File: src/rtl/mnet_sdram_pkg.sv
// Shared SDRAM types and default widths for the port arbiter,
// the write-back controller and the fetch controllers.
package mnet_sdram_pkg;

    localparam int ADDR_W = 19;
    localparam int DATA_W = 16;

    typedef enum logic [1:0] {
        IDLE,
        ACCESS,
        DONE
    } arb_state_t;

endpackage

File: src/rtl/sdram_port_arbiter_rr_picker.sv
// Combinational round-robin picker: first requester at or after ptr,
// wrapping around, as a one-hot winner plus its index.
module rr_picker #(
    parameter int N  = 3,
    parameter int IW = 2
) (
    input  logic [N-1:0]  req,
    input  logic [IW-1:0] ptr,
    output logic [N-1:0]  winner,
    output logic [IW-1:0] idx
);

    always_comb begin
        logic found;
        int   c;
        winner = '0;
        idx    = '0;
        found  = 1'b0;
        c      = 0;
        for (int i = 0; i < N; i++) begin
            c = (int'(ptr) + i) % N;
            if (!found && req[c]) begin
                found     = 1'b1;
                winner[c] = 1'b1;
                idx       = IW'(c);
            end
        end
    end

endmodule

File: src/rtl/sdram_port_arbiter.sv
// Round-robin arbiter sharing one SDRAM command port between masters,
// with bounded bursts per grantee and a watchdog on controller ready.
module sdram_port_arbiter #(
    parameter int NUM_REQ   = 3,
    parameter int ADDR_W    = mnet_sdram_pkg::ADDR_W,
    parameter int DATA_W    = mnet_sdram_pkg::DATA_W,
    parameter int BURST_MAX = 4,
    parameter int TIMEOUT   = 255
) (
    input  logic                      i_clk,
    input  logic                      i_reset,
    input  logic [NUM_REQ-1:0]        i_req,
    input  logic [NUM_REQ-1:0]        i_wr,
    input  logic [NUM_REQ*ADDR_W-1:0] i_addr,
    input  logic [NUM_REQ*DATA_W-1:0] i_wdata,
    output logic [NUM_REQ-1:0]        o_gnt,
    output logic [NUM_REQ-1:0]        o_done,
    output logic [DATA_W-1:0]         o_rdata,
    output logic                      o_err,
    output logic                      o_timeoutSticky,
    output logic [ADDR_W-1:0]         o_addrToSdram,
    output logic                      o_wrSdram,
    output logic                      o_rdSdram,
    output logic [DATA_W-1:0]         o_wdataToSdram,
    input  logic                      i_sdramReady,
    input  logic [DATA_W-1:0]         i_rdataSdram
);

    import mnet_sdram_pkg::*;

    localparam int IDX_W = (NUM_REQ > 1) ? $clog2(NUM_REQ) : 1;
    localparam int WD_W  = $clog2(TIMEOUT + 1);
    localparam int BC_W  = $clog2(BURST_MAX + 1);

    arb_state_t state_q, state_d;

    logic [IDX_W-1:0]   rr_ptr_q;
    logic [IDX_W-1:0]   last_q;
    logic [BC_W-1:0]    burst_q;
    logic [WD_W-1:0]    wd_q;

    logic [NUM_REQ-1:0] last_oh;
    logic [NUM_REQ-1:0] others_req;
    logic [NUM_REQ-1:0] pick_req;
    logic [NUM_REQ-1:0] pick_oh;
    logic [NUM_REQ-1:0] sel_oh;
    logic [IDX_W-1:0]   pick_idx;
    logic [IDX_W-1:0]   sel_idx;
    logic [IDX_W-1:0]   rr_next;
    logic               cont;
    logic               ready_hit;
    logic               tmo_hit;

    // Leaving a burst, skip the previous grantee unless it is the only requester.
    assign last_oh    = NUM_REQ'(1) << last_q;
    assign others_req = i_req & ~last_oh;
    assign pick_req   = (|others_req) ? others_req : i_req;
    assign cont       = i_req[last_q] && (burst_q < BC_W'(BURST_MAX));
    assign sel_idx    = cont ? last_q : pick_idx;
    assign sel_oh     = cont ? last_oh : pick_oh;
    assign rr_next    = (pick_idx == IDX_W'(NUM_REQ - 1)) ? '0
                                                          : pick_idx + IDX_W'(1);

    rr_picker #(
        .N  (NUM_REQ),
        .IW (IDX_W)
    ) u_picker (
        .req    (pick_req),
        .ptr    (rr_ptr_q),
        .winner (pick_oh),
        .idx    (pick_idx)
    );

    always_ff @(posedge i_clk) begin
        if (i_reset) state_q <= IDLE;
        else         state_q <= state_d;
    end

    always_comb begin
        state_d   = state_q;
        ready_hit = 1'b0;
        tmo_hit   = 1'b0;
        unique case (state_q)
            IDLE: begin
                if (|i_req) state_d = ACCESS;
            end
            ACCESS: begin
                if (i_sdramReady) begin
                    ready_hit = 1'b1;
                    state_d   = DONE;
                end else if (wd_q == WD_W'(TIMEOUT - 1)) begin
                    tmo_hit = 1'b1;
                    state_d = DONE;
                end
            end
            DONE:    state_d = IDLE;
            default: state_d = IDLE;
        endcase
    end

    always_ff @(posedge i_clk) begin
        if (i_reset) begin
            rr_ptr_q        <= '0;
            last_q          <= '0;
            burst_q         <= '0;
            wd_q            <= '0;
            o_gnt           <= '0;
            o_done          <= '0;
            o_rdata         <= '0;
            o_err           <= 1'b0;
            o_timeoutSticky <= 1'b0;
            o_addrToSdram   <= '0;
            o_wrSdram       <= 1'b0;
            o_rdSdram       <= 1'b0;
            o_wdataToSdram  <= '0;
        end else begin
            unique case (state_q)
                IDLE: begin
                    if (|i_req) begin
                        o_addrToSdram  <= i_addr[sel_idx*ADDR_W +: ADDR_W];
                        o_wdataToSdram <= i_wdata[sel_idx*DATA_W +: DATA_W];
                        o_wrSdram      <= i_wr[sel_idx];
                        o_rdSdram      <= ~i_wr[sel_idx];
                        o_gnt          <= sel_oh;
                        o_err          <= 1'b0;
                        wd_q           <= '0;
                        last_q         <= sel_idx;
                        if (!cont) begin
                            rr_ptr_q <= rr_next;
                            burst_q  <= '0;
                        end
                    end
                end
                ACCESS: begin
                    if (ready_hit) begin
                        o_wrSdram <= 1'b0;
                        o_rdSdram <= 1'b0;
                        if (o_rdSdram) o_rdata <= i_rdataSdram;
                        burst_q   <= burst_q + BC_W'(1);
                        o_done    <= o_gnt;
                    end else if (tmo_hit) begin
                        o_wrSdram       <= 1'b0;
                        o_rdSdram       <= 1'b0;
                        o_err           <= 1'b1;
                        o_timeoutSticky <= 1'b1;
                        burst_q         <= BC_W'(BURST_MAX);
                        o_done          <= o_gnt;
                    end else begin
                        wd_q <= wd_q + WD_W'(1);
                    end
                end
                DONE: begin
                    o_done <= '0;
                    o_gnt  <= '0;
                    o_err  <= 1'b0;
                end
                default: ;
            endcase
        end
    end

endmodule

File: config.mk
export PLATFORM = sky130hd
export DESIGN_NAME = sdram_port_arbiter
export DESIGN_NICKNAME = d
export VERILOG_FILES = /design/src/rtl/mnet_sdram_pkg.sv /design/src/rtl/sdram_port_arbiter_rr_picker.sv /design/src/rtl/sdram_port_arbiter.sv
export SDC_FILE = /design/constraint.sdc
export NUM_CORES = 1
export LEC_CHECK = 0
export CAP_MARGIN = 25
export CORE_MARGIN = 2
export CORE_UTILIZATION = 40
export DETAILED_ROUTE_END_ITERATION = 12
export HOLD_SLACK_MARGIN = 0.12
export PLACE_DENSITY = 0.89
export SETUP_SLACK_MARGIN = 0.3
export SLEW_MARGIN = 40
export SYNTH_ARGS = -nofsm -noshare
export SYNTH_HDL_FRONTEND = slang
export SYNTH_SLANG_ARGS = --single-unit
File: constraint.sdc
create_clock -name i_clk -period 3.8 [get_ports i_clk]
set_clock_uncertainty 0.1 [all_clocks]
set_input_delay 0.76 -clock i_clk [delete_from_list [all_inputs] [get_ports i_clk]]
set_output_delay 0.76 -clock i_clk [all_outputs]
set_load 0.01 [all_outputs]
# Yosys cells after proc, flatten, opt, wreduce, memory -nomap -nowiden
# Cells that the tools add are included.
# W data, S select, Z words.
[totals] reg_bits=78 in_bits=130 out_inout_bits=61 elab_cells=143
[op_classes] add_sub_neg=5 multipliers=1 n_div=3 n_lt_le_gt_ge=9 eq_ne=11 n_shift=3 muxes=64 n_bitwise=7 reduce_logical=26
[op_table] op="$ge A32 B1 Y1 const B" n=3
[op_table] op="$lt A32 B4 Y1 const B" n=3
[op_table] op="$mod A32 B3 Y32 const B" n=2
[op_table] op="$shiftx A57 B8 Y19" n=1
[op_table] op="$shiftx A48 B7 Y16" n=1
[op_table] op="$mux W3" n=12
[op_table] op="$mod A3 B3 Y32 const B" n=1
[op_table] op="$mux W1" n=25
[op_table] op="$mux W8" n=3
[op_table] op="$pmux W3 S2" n=3
[op_table] op="$mux W2" n=8
[op_table] op="$pmux W8 S2" n=1
[op_table] op="$reduce_and A3 Y1" n=4
[op_table] op="$reduce_and A4 Y1" n=3
[op_table] op="$bmux W1 S2" n=5
[op_table] op="$ne A2 B2 Y1 const B" n=5
[op_table] op="$add A8 B1 Y8 const B" n=1
[op_table] op="$eq A8 B8 Y1 const B" n=1
[op_table] op="$reduce_and A2 Y1" n=4
[op_table] op="$mul A2 B5 Y7 const B" n=1
[op_table] op="$demux W1 S2" n=3
[op_table] op="$logic_and A1 B1 Y1" n=6
[op_table] op="$lt A2 B3 Y1 const B" n=2
[op_table] op="$ne A3 B3 Y1 const B" n=2
[op_table] op="other kinds (20)" n=29

# Depth between registers and ports, before layout
# Gate-level depths: netlist (run 1).
[logic_depth] depth_word=21 ltp_mapped=11 depth_no_buf=9

# Cells and area by module
# A second synthesis (run 1) with hierarchy kept.
[unflattened] cells_unflattened=526 hier_area_um2=4312.9
[modules_own_cells] module="sdram_port_arbiter" instances=1 cells_per_inst=474 area_each_um2=3980.1 seq_area_each_um2=1561.5
[modules_own_cells] module="rr_picker" instances=1 cells_per_inst=52 area_each_um2=332.8 seq_area_each_um2=0.0

# Worst setup path before layout (run 1)
# Ideal clock, no wire load.
[synth_path] path_type="input-to-reg" startpoint="input port i_req[1]" endpoint="register o_addrToSdram[0]" setup_ns=0.074 t_arrival_ns=2.406 required_ns=3.626 setup_slack_ns=1.220 path_stages=9 path_buffers=2 cell_sequence="buf_4 -> nor2_1 -> o311a_1 -> a2111oi_4 -> mux2i_4 -> nor3_4 -> buf_6 -> a22oi_1 -> o21ai_0"
[synth_between] elab_chain_len=16 word_cells_on_any_way=29 cone_classes="1 x mul; 1 x shift; 18 x mux; 1 x bitwise; 8 x reduce/logical"
[synth_lines] item="from (decl)" line="sdram_port_arbiter.sv:12" source="input logic [NUM_REQ-1:0] i_req,"
[synth_lines] item="$and A3 B3 Y3" line="sdram_port_arbiter.sv:56" source="assign others_req = i_req & ~last_oh;"
[synth_lines] item="$reduce_or A3 Y1" line="sdram_port_arbiter.sv:57" source="assign pick_req = (|others_req) ? others_req : i_req;"
[synth_lines] item="$mux W3" line="sdram_port_arbiter.sv:57"
[synth_lines] item="$bmux W1 S2" line="sdram_port_arbiter_rr_picker.sv:22" source="if (!found && req[c]) begin"
[synth_lines] item="$mux W1 (not written as such) (2 in a row)" line="sdram_port_arbiter_rr_picker.sv:22"
[synth_lines] item="$mux W1" line="sdram_port_arbiter_rr_picker.sv:22"
[synth_lines] item="$logic_not A1 Y1" line="sdram_port_arbiter_rr_picker.sv:22"
[synth_lines] item="$logic_and A1 B1 Y1" line="sdram_port_arbiter_rr_picker.sv:22"
[synth_lines] item="$mux W1" line="sdram_port_arbiter_rr_picker.sv:22"
[synth_lines] item="$logic_not A1 Y1" line="sdram_port_arbiter_rr_picker.sv:22"
[synth_lines] item="$logic_and A1 B1 Y1" line="sdram_port_arbiter_rr_picker.sv:22"
[synth_lines] item="$mux W2" line="sdram_port_arbiter_rr_picker.sv:22"
[synth_lines] item="$mux W2" line="sdram_port_arbiter.sv:59" source="assign sel_idx = cont ? last_q : pick_idx;"
[synth_lines] item="$mul A2 B5 Y7" line="sdram_port_arbiter.sv:120" source="o_addrToSdram <= i_addr[sel_idx*ADDR_W +: ADDR_W];"
[synth_lines] item="$shiftx A57 B8 Y19" line="sdram_port_arbiter.sv:120"
[synth_lines] item="to (signal assigned)" line="sdram_port_arbiter.sv:120"
[synth_lines] item="to (decl)" line="sdram_port_arbiter.sv:21" source="output logic [ADDR_W-1:0] o_addrToSdram,"
# Parallel ways exist; a longest one is shown, timed or not. The select of a mux whose other input is x is not followed.
# A chain may end at the register's enable or synchronous reset.

# Worst setup path after layout (run 1)
[layout_path] startpoint="input port i_req[1]" endpoint="register o_addrToSdram[13]"
# Same word-level chain as after synthesis.

==> flow_metrics.py, run 1 <==
metrics = {
    "placement": {
        "port_buffers": 190,
        "hpwl_um": 10400,
        "place_congestion": 0.818,
    },
    "synth": {
        "synth-main-ff-cell": "dfxtp_1",
        "synth_edf_count": 0,
        "syn_nets": 592,
        "synth_cell_type_count": 62,
        "avgSynthCellArea_sq_um": 8.68,
        "ys_seq_area_share_pct": 39.5,
        "ys_warn_count": 0,
        "netlist_area_sq_mm": 0.00395,
        "async_flop_share_pct": 0,
        "ys_ff_latch": 78,
        "syn_inst": 455,
    },
    "critical_path": {
        "path_cells": "clkdlybuf4s50_1 > nor2_1 > o311a_1 > a2111oi_4 > mux2i_4 > nor3_4 > buf_12 > a22oi_1 > o21ai_0",
        "critical_path_depth": 9,
        "r2r_cells": 8,
        "crit_family": "compound AO/OA/AOI/OAI gates",
        "r2r-end": "o_addrToSdram[17]$_SDFFE_PP0P_",
        "cp.required_ps": 3960,
        "critPathLaunch": "i_req[1]",
        "critPathMaxStageDelay_ps": 630,
        "rrSetupSlack_ps": 1120,
        "cp-start-kind": "input port",
        "cp_num_buf_inv": 2,
        "endpoint": "o_addrToSdram[13]$_SDFFE_PP0P_",
        "crit_type": "in -> reg",
        "crit_fanout": 30,
        "crit_slowest_cell": "clkdlybuf4s50_1",
        "reg2reg_from": "last_q[0]$_SDFFE_PP0P_",
        "endpoint_kind": "flip-flop",
        "cp_data_arrival_time_ps": 3220,
    },
    "clocking": {
        "post_cts_buffers": 0,
        "ctsResizeCount": 0,
        "clk_latency_ps": 350,
        "path_clk_slew_ps": 80,
        "cts_buffers": 9,
        "cts-root-buf": "clkbuf_8",
        "clock_path_buffers": 2,
        "cts_hold_buf": 0,
        "htree_num_levels": 3,
        "clock_sinks": 78,
        "cts_tree": "built",
    },
    "die": {
        "dieArea_sq_mm": 0.0107,
        "rows": 36,
        "die_h_um": 103,
        "start_util_pct": 40.8,
        "core_area_sq_mm": 0.00968,
        "die_w_um": 103,
        "io_pins": 191,
    },
    "layout": {
        "layout_common_cells": "clkdlybuf4s50_1 (189), dfxtp_1 (78), nand2_1 (53)",
        "register_area_sq_mm": 0.00156,
        "layout-drive-gt1-share_pct": 6.26,
        "final_nets": 771,
        "multi_input_area_sq_mm": 0.00219,
        "num-fill-cells": 822,
        "final_common_cell": "clkdlybuf4s50_1",
        "synthToLayoutAreaGrowth_pct": 54.8,
        "diodes": 0,
    },
    "sta": {
        "maxSlewHeadroom_pct": 61.0,
        "period_needed_ps": 3050,
        "finalCritPeriodShare_pct": 80.3,
        "finalSetupTns_ps": 0,
        "final_max_slew_viol_count": 0,
        "setup_viol": 0,
        "hold_violations": 0,
        "fmax_ghz": 0.328,
        "rsz0062_at_grt": "false",
        "tightest_slew_ps": 583,
    },
    "global_routing": {
        "grt_pass1_wl_um": 20000,
        "grt_max_degree": 35,
        "grt-ovfl-total": 0,
        "grt_pass1_vias": 4076,
        "antenna_found_initial": 0,
        "grt_util_all_layers_pct": 23.7,
    },
    "power_and_ir_drop": {
        "power_mw": 2.44,
        "p_per_area_mw_per_mm2": 398,
        "power.leakage_nw": 2.28,
        "ir_drop_mv": 0.246,
    },
    "drt": {
        "detail-route-antenna-nets": 0,
        "dr.pass1.iters": 4,
        "post-route-drc-count": 0,
        "wl_per_cell_um": 17.4,
        "postRouteWirelength_um": 13400,
        "vias": 4215,
        "drt_iter0_markers": 261,
        "routed_via_density": 5.46,
    },
    "flow_run": {
        "max_cap_violations": 0,
    },
    "hold_path": {
        "hold_path.class": "reg -> reg",
        "min_from": "o_rdata[9]$_SDFFE_PP0P_",
    },
    "run_status": {
        "outcome": "completed",
    },
}
## where the power goes
part / internal [mW] / total (mW) / switching, mW
clock network: 0.254 / 0.562 / 0.308
logic: 0.467 / 0.890 / 0.423
registers: 0.913 / 0.984 / 0.0708
total: 1.63 / 2.44 / 0.802
## routing by layer
metal  wire, um  GRT usage, %  up-vias  share of wire [%]
li1           -             -     2024                  -
met3       1000          7.73       27                7.5
met2       6750          40.6      158                 50
met1       5290          28.3     2006                 39
met5          0             0        -                  0
met4        366          7.19        0                2.7
## cell usage after synthesis, types with 4 or more instances
| cell | number | area, sq um |
|---|---|---|
| nand3_1 | 11 | 55.1 |
| o21ai_1 | 15 | 75.1 |
| ha_1 | 7 | 87.6 |
| nand2b_1 | 7 | 43.8 |
| nor2_1 | 28 | 105 |
| a22oi_1 | 37 | 278 |
| nand2_1 | 53 | 199 |
| mux2i_1 | 32 | 320 |
| inv_1 | 8 | 30.0 |
| a21oi_1 | 39 | 195 |
| buf_6 | 4 | 45.0 |
| a211oi_2 | 5 | 62.6 |
| dfxtp_1 | 78 | 1560 |
| xor2_1 | 4 | 35.0 |
| buf_2 | 9 | 45.0 |
| clkbuf_1 | 15 | 56.3 |
| nor3_1 | 8 | 40.0 |
| o21ai_0 | 29 | 145 |
## cell type report
type	instances	share of cell area (%)
Sequential cell	78	25.5
Timing Repair Buffer	199	32.5
Clock buffer	11	2.31
Clock inverter	5	0.573
Multi-Input combinational cell	338	35.9
Tap cell	133	2.72
Inverter	8	0.491
## worst register-to-register path, delay by kind of cell, from the launching register on
| kind | cells | cell delay [ps] |
|---|---|---|
| AND/OR/NAND/NOR | 2 | 240 |
| flip-flops | 1 | 590 |
| AO/OA/AOI/OAI | 3 | 740 |
| buffers and inverters | 1 | 180 |
| multiplexers | 2 | 700 |
## worst min-delay path by stage
| stage | end | slack, ps | cells after the start |
|---|---|---|---|
| floorplan | burst_q[0]$_SDFFE_PP0P_ | 340 | 1 |
| global placement | o_rdata[6]$_SDFFE_PP0P_ | 340 | 2 |
| detailed placement | o_rdata[3]$_SDFFE_PP0P_ | 350 | 2 |
| CTS | o_rdata[3]$_SDFFE_PP0P_ | 360 | 2 |
| global route | o_rdata[1]$_SDFFE_PP0P_ | 380 | 2 |
| finish | o_rdata[9]$_SDFFE_PP0P_ | 360 | 2 |
## cells by family (layout without fill, tap and decap cells)
| kind of cell | after synthesis | count (layout) | synth area share (%) |
|---|---|---|---|
| mux | 33 | 33 | 8.68 |
| flops | 78 | 78 | 39.5 |
| compound gates | 156 | 156 | 26.5 |
| simple gates | 136 | 136 | 16.7 |
| fa+ha+maj | 7 | 7 | 2.22 |
| buf+inv | 39 | 223 | 5.03 |
| xor+xnor | 6 | 6 | 1.33 |
## per-stage QoR
step	instance area [sq um]	hold slack, ps	worst slack (ps)	utilization [%]	instances
floorplan	3950	345	1220	-	455
global placement	5940	341	502	61.3	756
detailed placement	5940	350	428	61.3	756
CTS	6120	359	773	63.2	772
global route	6120	383	635	63.2	772
finish	6120	357	749	63.2	772
## sequential cells by signal (all words and copies together) (netlist names)
| signal | flops |
|---|---|
| burst_q | 3 |
| last_q | 2 |
| o_timeoutSticky | 1 |
| o_err | 1 |
| o_gnt | 3 |
| o_wrSdram | 1 |
| o_wdataToSdram | 16 |
| o_addrToSdram | 19 |
| o_done | 3 |
| state_q | 2 |
| o_rdata | 16 |
| wd_q | 8 |
| rr_ptr_q | 2 |
| o_rdSdram | 1 |
Power figures use the tool's default switching activity.
==> inputs of run 2 (changes only) <==
clock period = 3.1 ns   (was 3.8 ns; I/O delays follow)
==> run 2 against run 1 <==
Setup slack worse by 380 ps. Largest power group unchanged. Global-route usage is 0.32 points lower. Sequential power is 23% higher. Cell area is 3.8% higher. Die area stayed put. Non-clock buffer count is 17 higher. Count of clock-buffer cells in the layout is 1 lower. Wire length is 1.1% higher. Combinational power is 30% higher. Power is 32% higher. Via count is 1.8% higher.
==> flow_metrics.py, run 2 (synthesis gave the netlist of run 1 again) <==
metrics = {
    "layout": {
        "diodes": 0,
        "fin_area_sq_mm": 0.00635,
        "final_nets": 788,
        "layout_common_cells": "clkdlybuf4s50_1 (189), dfxtp_1 (78), nand2_1 (53)",
        "largest_reg_flops": 19,
        "top_regs": "o_addrToSdram: 19 flops, o_rdata: 16 flops, o_wdataToSdram: 16 flops",
        "layout-drive-gt1-share_pct": 9.16,
        "final_common_cell": "clkdlybuf4s50_1",
        "synthToLayoutAreaGrowth_pct": 60.7,
        "regMostFlops": "o_addrToSdram",
    },
    "hold_path": {
        "min_from": "o_rdata[14]$_SDFFE_PP0P_",
        "holdPathEnd": "o_rdata[14]$_SDFFE_PP0P_",
        "hold_path.class": "reg -> reg",
        "hold_depth": 2,
    },
    "clocking": {
        "path_clk_slew_ps": 80,
        "cts-root-buf": "clkbuf_8",
        "cts_buffers": 9,
        "htree_num_levels": 3,
        "clock_sinks": 78,
        "clock_path_buffers": 2,
        "cts_hold_buf": 0,
        "cts_tree": "built",
        "clk_latency_ps": 350,
    },
    "placement": {
        "place_congestion": 0.846,
        "port_buffers": 190,
        "placed_area_sq_mm": 0.00607,
        "hpwl_um": 10300,
    },
    "drt": {
        "detail-route-antenna-nets": 0,
        "wl_per_cell_um": 17.2,
        "routed_via_density": 5.45,
        "drt_iter0_markers": 201,
        "post-route-drc-count": 0,
        "dr.pass1.iters": 5,
        "postRouteWirelength_um": 13500,
        "vias": 4292,
    },
    "critical_path": {
        "cp-start-kind": "input port",
        "crit_type": "in -> reg",
        "r2r_cells": 10,
        "cp.required_ps": 3230,
        "cp_data_arrival_time_ps": 2870,
        "endpoint_kind": "flip-flop",
        "r2r-end": "o_addrToSdram[5]$_SDFFE_PP0P_",
        "rrSetupSlack_ps": 510,
        "reg2reg_from": "rr_ptr_q[0]$_SDFFE_PP0P_",
        "crit_fanout": 16,
    },
    "sta": {
        "fmax_ghz": 0.366,
        "rsz0062_at_grt": "true",
        "final_max_slew_viol_count": 0,
        "finalCritPeriodShare_pct": 88.2,
        "setup_viol": 0,
        "tightest_slew_ps": 677,
        "period_needed_ps": 2730,
        "maxSlewHeadroom_pct": 54.6,
        "hold_violations": 0,
    },
    "die": {
        "rows": 36,
        "core_area_sq_mm": 0.00968,
        "die_h_um": 103,
        "start_util_pct": 40.8,
        "io_pins": 191,
        "dieArea_sq_mm": 0.0107,
        "die_w_um": 103,
    },
    "flow_run": {
        "max_cap_violations": 0,
    },
    "global_routing": {
        "grt_pass1_vias": 4061,
        "grt_max_degree": 37,
        "grt_pass1_wl_um": 19500,
        "antenna_found_initial": 0,
        "grt-ovfl-total": 0,
        "grt_util_all_layers_pct": 23.4,
    },
    "run_status": {
        "outcome": "completed",
    },
    "power_and_ir_drop": {
        "power.leakage_nw": 2.41,
        "power_mw": 3.21,
        "p_per_area_mw_per_mm2": 505,
        "ir_drop_mv": 0.346,
    },
}
[run 2: changes by cell type in the layout (fill, tap and decap cells not counted), sizes merged]
cell and change:
clkinvlp -2, buf +16, bufinv +2
[run 2: cell type report]
class | count | area (sq um)
clock buffer | 10 | 138
sequential | 78 | 1560
multi-input combinational | 338 | 2200
fill | 774 | 3330
timing repair buffer | 216 | 2170
inverter | 8 | 30.0
tap | 133 | 166
clock inverter | 5 | 83.8
[run 2: power by group]
part / internal (mW) / total, mW / switching [mW]
registers: 1.12 / 1.21 / 0.0862
clock network: 0.472 / 0.841 / 0.369
logic: 0.622 / 1.16 / 0.541
total: 2.21 / 3.21 / 0.996
[run 2: worst max-delay path: stages]
cell	delay (ps)
clkdlybuf4s50_1	470
buf_4	150
mux2i_1	100
or2_1	250
a21o_1	240
buf_4	200
a31oi_4	240
buf_12	220
mux2i_2	270
o21ai_0	100
[run 2: stage by stage]
| stage | instances | setup TNS [ps] | setup slack [ps] | util [%] | hold WS [ps] |
|---|---|---|---|---|---|
| after CTS | 786 | 0 | 337 | 65.0 | 357 |
| final | 788 | 0 | 367 | 65.6 | 353 |
| after floorplan | 455 | 0 | 660 | - | 345 |
| after global placement | 769 | -12940 | -437 | 62.5 | 341 |
| after global routing | 788 | 0 | 270 | 65.6 | 380 |
| after detailed placement | 771 | -399 | -49.1 | 62.7 | 347 |
[run 2: metal layers]
metal	share of wire [%]	track usage, %	vias up
li1	-	-	2053
met1	39	28.3	2014
met2	50	38.9	189
met4	2.8	9.92	0
met5	0	0	-
met3	7.7	6.79	36
[run 2: worst max path at each step]
stage	from	to	slack (ps)	cells after the start
floorplan	i_req[1]	o_addrToSdram[0]$_SDFFE_PP0P_	660	9
finish	i_req[1]	o_addrToSdram[3]$_SDFFE_PP0P_	370	10
detailed placement	i_req[2]	o_addrToSdram[14]$_SDFFE_PP0P_	-50	10
CTS	i_req[2]	o_addrToSdram[14]$_SDFFE_PP0P_	340	10
global placement	i_req[2]	o_wdataToSdram[7]$_SDFFE_PP0P_	-440	8
global route	i_req[1]	o_addrToSdram[3]$_SDFFE_PP0P_	270	10
[run 2: what timing repair did]
| item | CTS | global route |
|---|---|---|
| resized for setup | 0 | 3 |
| buffers inserted | 0 | 1 |
| endpoints found under the setup margin | 0 | 19 |
==> inputs of run 3 (changes only) <==
CORE_MARGIN = 3   (was 2)
==> run 3 against run 2 <==
Global-route usage up 0.65 points. Cell area down 1.0%. Hold slack better by 4.8 ps. Clock power down 1%. Critical endpoint is now o_rdSdram$_SDFFE_PP0P_.
==> flow_metrics.py, run 3 (synthesis gave the netlist of run 1 again) <==
metrics = {
    "power_and_ir_drop": {
        "power.leakage_nw": 2.39,
        "p_per_area_mw_per_mm2": 510,
        "power_mw": 3.21,
        "ir_drop_mv": 0.330,
    },
    "global_routing": {
        "grt_util_all_layers_pct": 24.0,
        "antenna_found_initial": 0,
        "grt_max_degree": 32,
        "grt_pass1_vias": 4304,
        "grt_pass1_wl_um": 21800,
        "grt-ovfl-total": 0,
    },
    "sta": {
        "rsz0062_at_grt": "false",
        "finalCritPeriodShare_pct": 86.5,
        "fmax_ghz": 0.373,
        "whs_ps": 358,
        "final_max_slew_viol_count": 0,
        "hold_violations": 0,
        "maxSlewHeadroom_pct": 59.0,
        "setup_viol": 0,
        "finalSetupTns_ps": 0,
        "tightest_slew_ps": 615,
        "period_needed_ps": 2680,
    },
    "hold_path": {
        "hold_path.class": "reg -> reg",
    },
    "critical_path": {
        "r2r_cells": 9,
        "crit_type": "in -> reg",
        "cp-start-kind": "input port",
        "crit_fanout": 5,
        "reg2reg_from": "rr_ptr_q[0]$_SDFFE_PP0P_",
        "endpoint": "o_rdSdram$_SDFFE_PP0P_",
        "r2r-end": "o_wdataToSdram[1]$_SDFFE_PP0P_",
        "cp.required_ps": 3230,
        "rrSetupSlack_ps": 480,
        "cp_data_arrival_time_ps": 2820,
        "endpoint_kind": "flip-flop",
        "critPathLaunch": "i_req[1]",
    },
    "clocking": {
        "cts_buffers": 9,
        "cts-root-buf": "clkbuf_8",
        "clk_latency_ps": 350,
        "clock_sinks": 78,
        "cts_hold_buf": 0,
        "clock_path_buffers": 2,
        "path_clk_slew_ps": 80,
        "htree_num_levels": 3,
        "cts_tree": "built",
    },
    "layout": {
        "synthToLayoutAreaGrowth_pct": 59.1,
        "layout-drive-gt1-share_pct": 7.83,
        "layout_common_cells": "clkdlybuf4s50_1 (188), dfxtp_1 (78), nand2_1 (53)",
        "final_common_cell": "clkdlybuf4s50_1",
        "regMostFlops": "o_addrToSdram",
        "stdcell_count": 780,
        "top_regs": "o_addrToSdram: 19 flops, o_rdata: 16 flops, o_wdataToSdram: 16 flops",
        "largest_reg_flops": 19,
        "final_nets": 783,
        "diodes": 0,
        "fin_area_sq_mm": 0.00629,
    },
    "run_status": {
        "outcome": "completed",
    },
    "die": {
        "start_util_pct": 42.0,
        "rows": 35,
        "die_w_um": 105,
        "core_area_sq_mm": 0.00942,
        "io_pins": 191,
        "dieArea_sq_mm": 0.0111,
        "die_h_um": 105,
    },
    "placement": {
        "place_congestion": 0.921,
        "dp.cells": 762,
        "hpwl_um": 10600,
        "placed_area_sq_mm": 0.00604,
        "port_buffers": 190,
    },
    "drt": {
        "postRouteWirelength_um": 14400,
        "routed_via_density": 5.56,
        "post-route-drc-count": 0,
        "detail-route-antenna-nets": 0,
        "vias": 4336,
        "dr.pass1.iters": 6,
        "drt_iter0_markers": 302,
        "wl_per_cell_um": 18.5,
    },
    "flow_run": {
        "max_cap_violations": 0,
    },
}
-- run 3: changes by cell type in the layout (fill, tap and decap cells not counted), sizes merged --
| cell | previous run | this run |
|---|---|---|
| dlymetal6s2s | 0 | 1 |
| clkbuf | 11 | 12 |
| buf | 26 | 21 |
| clkdlybuf4s50 | 189 | 188 |
-- run 3: power breakdown --
part / switching [mW] / leakage (nW) / internal (mW)
clock: 0.377 / 0.0998 / 0.456
combinational: 0.545 / 1.65 / 0.621
sequential: 0.0898 / 0.638 / 1.12
total: 1.01 / 2.39 / 2.20
-- run 3: final cells by class --
| class | count | area (sq um) |
|---|---|---|
| fill | 727 | 3130 |
| timing repair buffer | 211 | 2120 |
| sequential | 78 | 1560 |
| tap | 129 | 161 |
| inverter | 8 | 30.0 |
| clock buffer | 11 | 131 |
| multi-input combinational | 338 | 2190 |
| clock inverter | 5 | 83.8 |
-- run 3: how the worst min path moves through the flow --
stage,slack [ps],end,depth (start not counted),start
2_1_floorplan,340,burst_q[0]$_SDFFE_PP0P_,1,burst_q[0]$_SDFFE_PP0P_
3_3_place_gp,340,o_rdata[8]$_SDFFE_PP0P_,2,o_rdata[8]$_SDFFE_PP0P_
3_5_place_dp,350,o_rdata[3]$_SDFFE_PP0P_,2,o_rdata[3]$_SDFFE_PP0P_
4_1_cts,360,o_rdata[7]$_SDFFE_PP0P_,2,o_rdata[7]$_SDFFE_PP0P_
5_1_grt,380,o_rdata[3]$_SDFFE_PP0P_,2,o_rdata[3]$_SDFFE_PP0P_
6_report,360,o_rdata[7]$_SDFFE_PP0P_,2,o_rdata[7]$_SDFFE_PP0P_
-- run 3: worst max-delay path, cell delays in order --
cell and delay (ps):
clkdlybuf4s50_1 540, nor2_1 90, o311a_1 340, a2111oi_4 430, mux2i_4 150, buf_4 180, mux2i_1 110, nand2b_4 140
a31o_1 210
-- run 3: layer usage --
layer,up-vias,GRT usage [%],wire [um]
li1,2049,-,-
met1,2080,29.0,5750
met2,174,41.2,7280
met3,33,7.41,1020
met4,0,6.75,361
met5,-,0,0
-- run 3: timing repair --
| item | in CTS | in global routing |
|---|---|---|
| resized for setup | 0 | 1 |
| endpoints found under the hold margin | 0 | 0 |
| endpoints found under the setup margin | 0 | 2 |
| setup buffers | 0 | 1 |
-- run 3: metrics by stage --
step	setup slack, ps	util [%]
floorplan	660	-
global placement	139	64.1
detailed placement	51.9	64.1
CTS	387	66.4
global route	324	66.8
finish	418	66.8
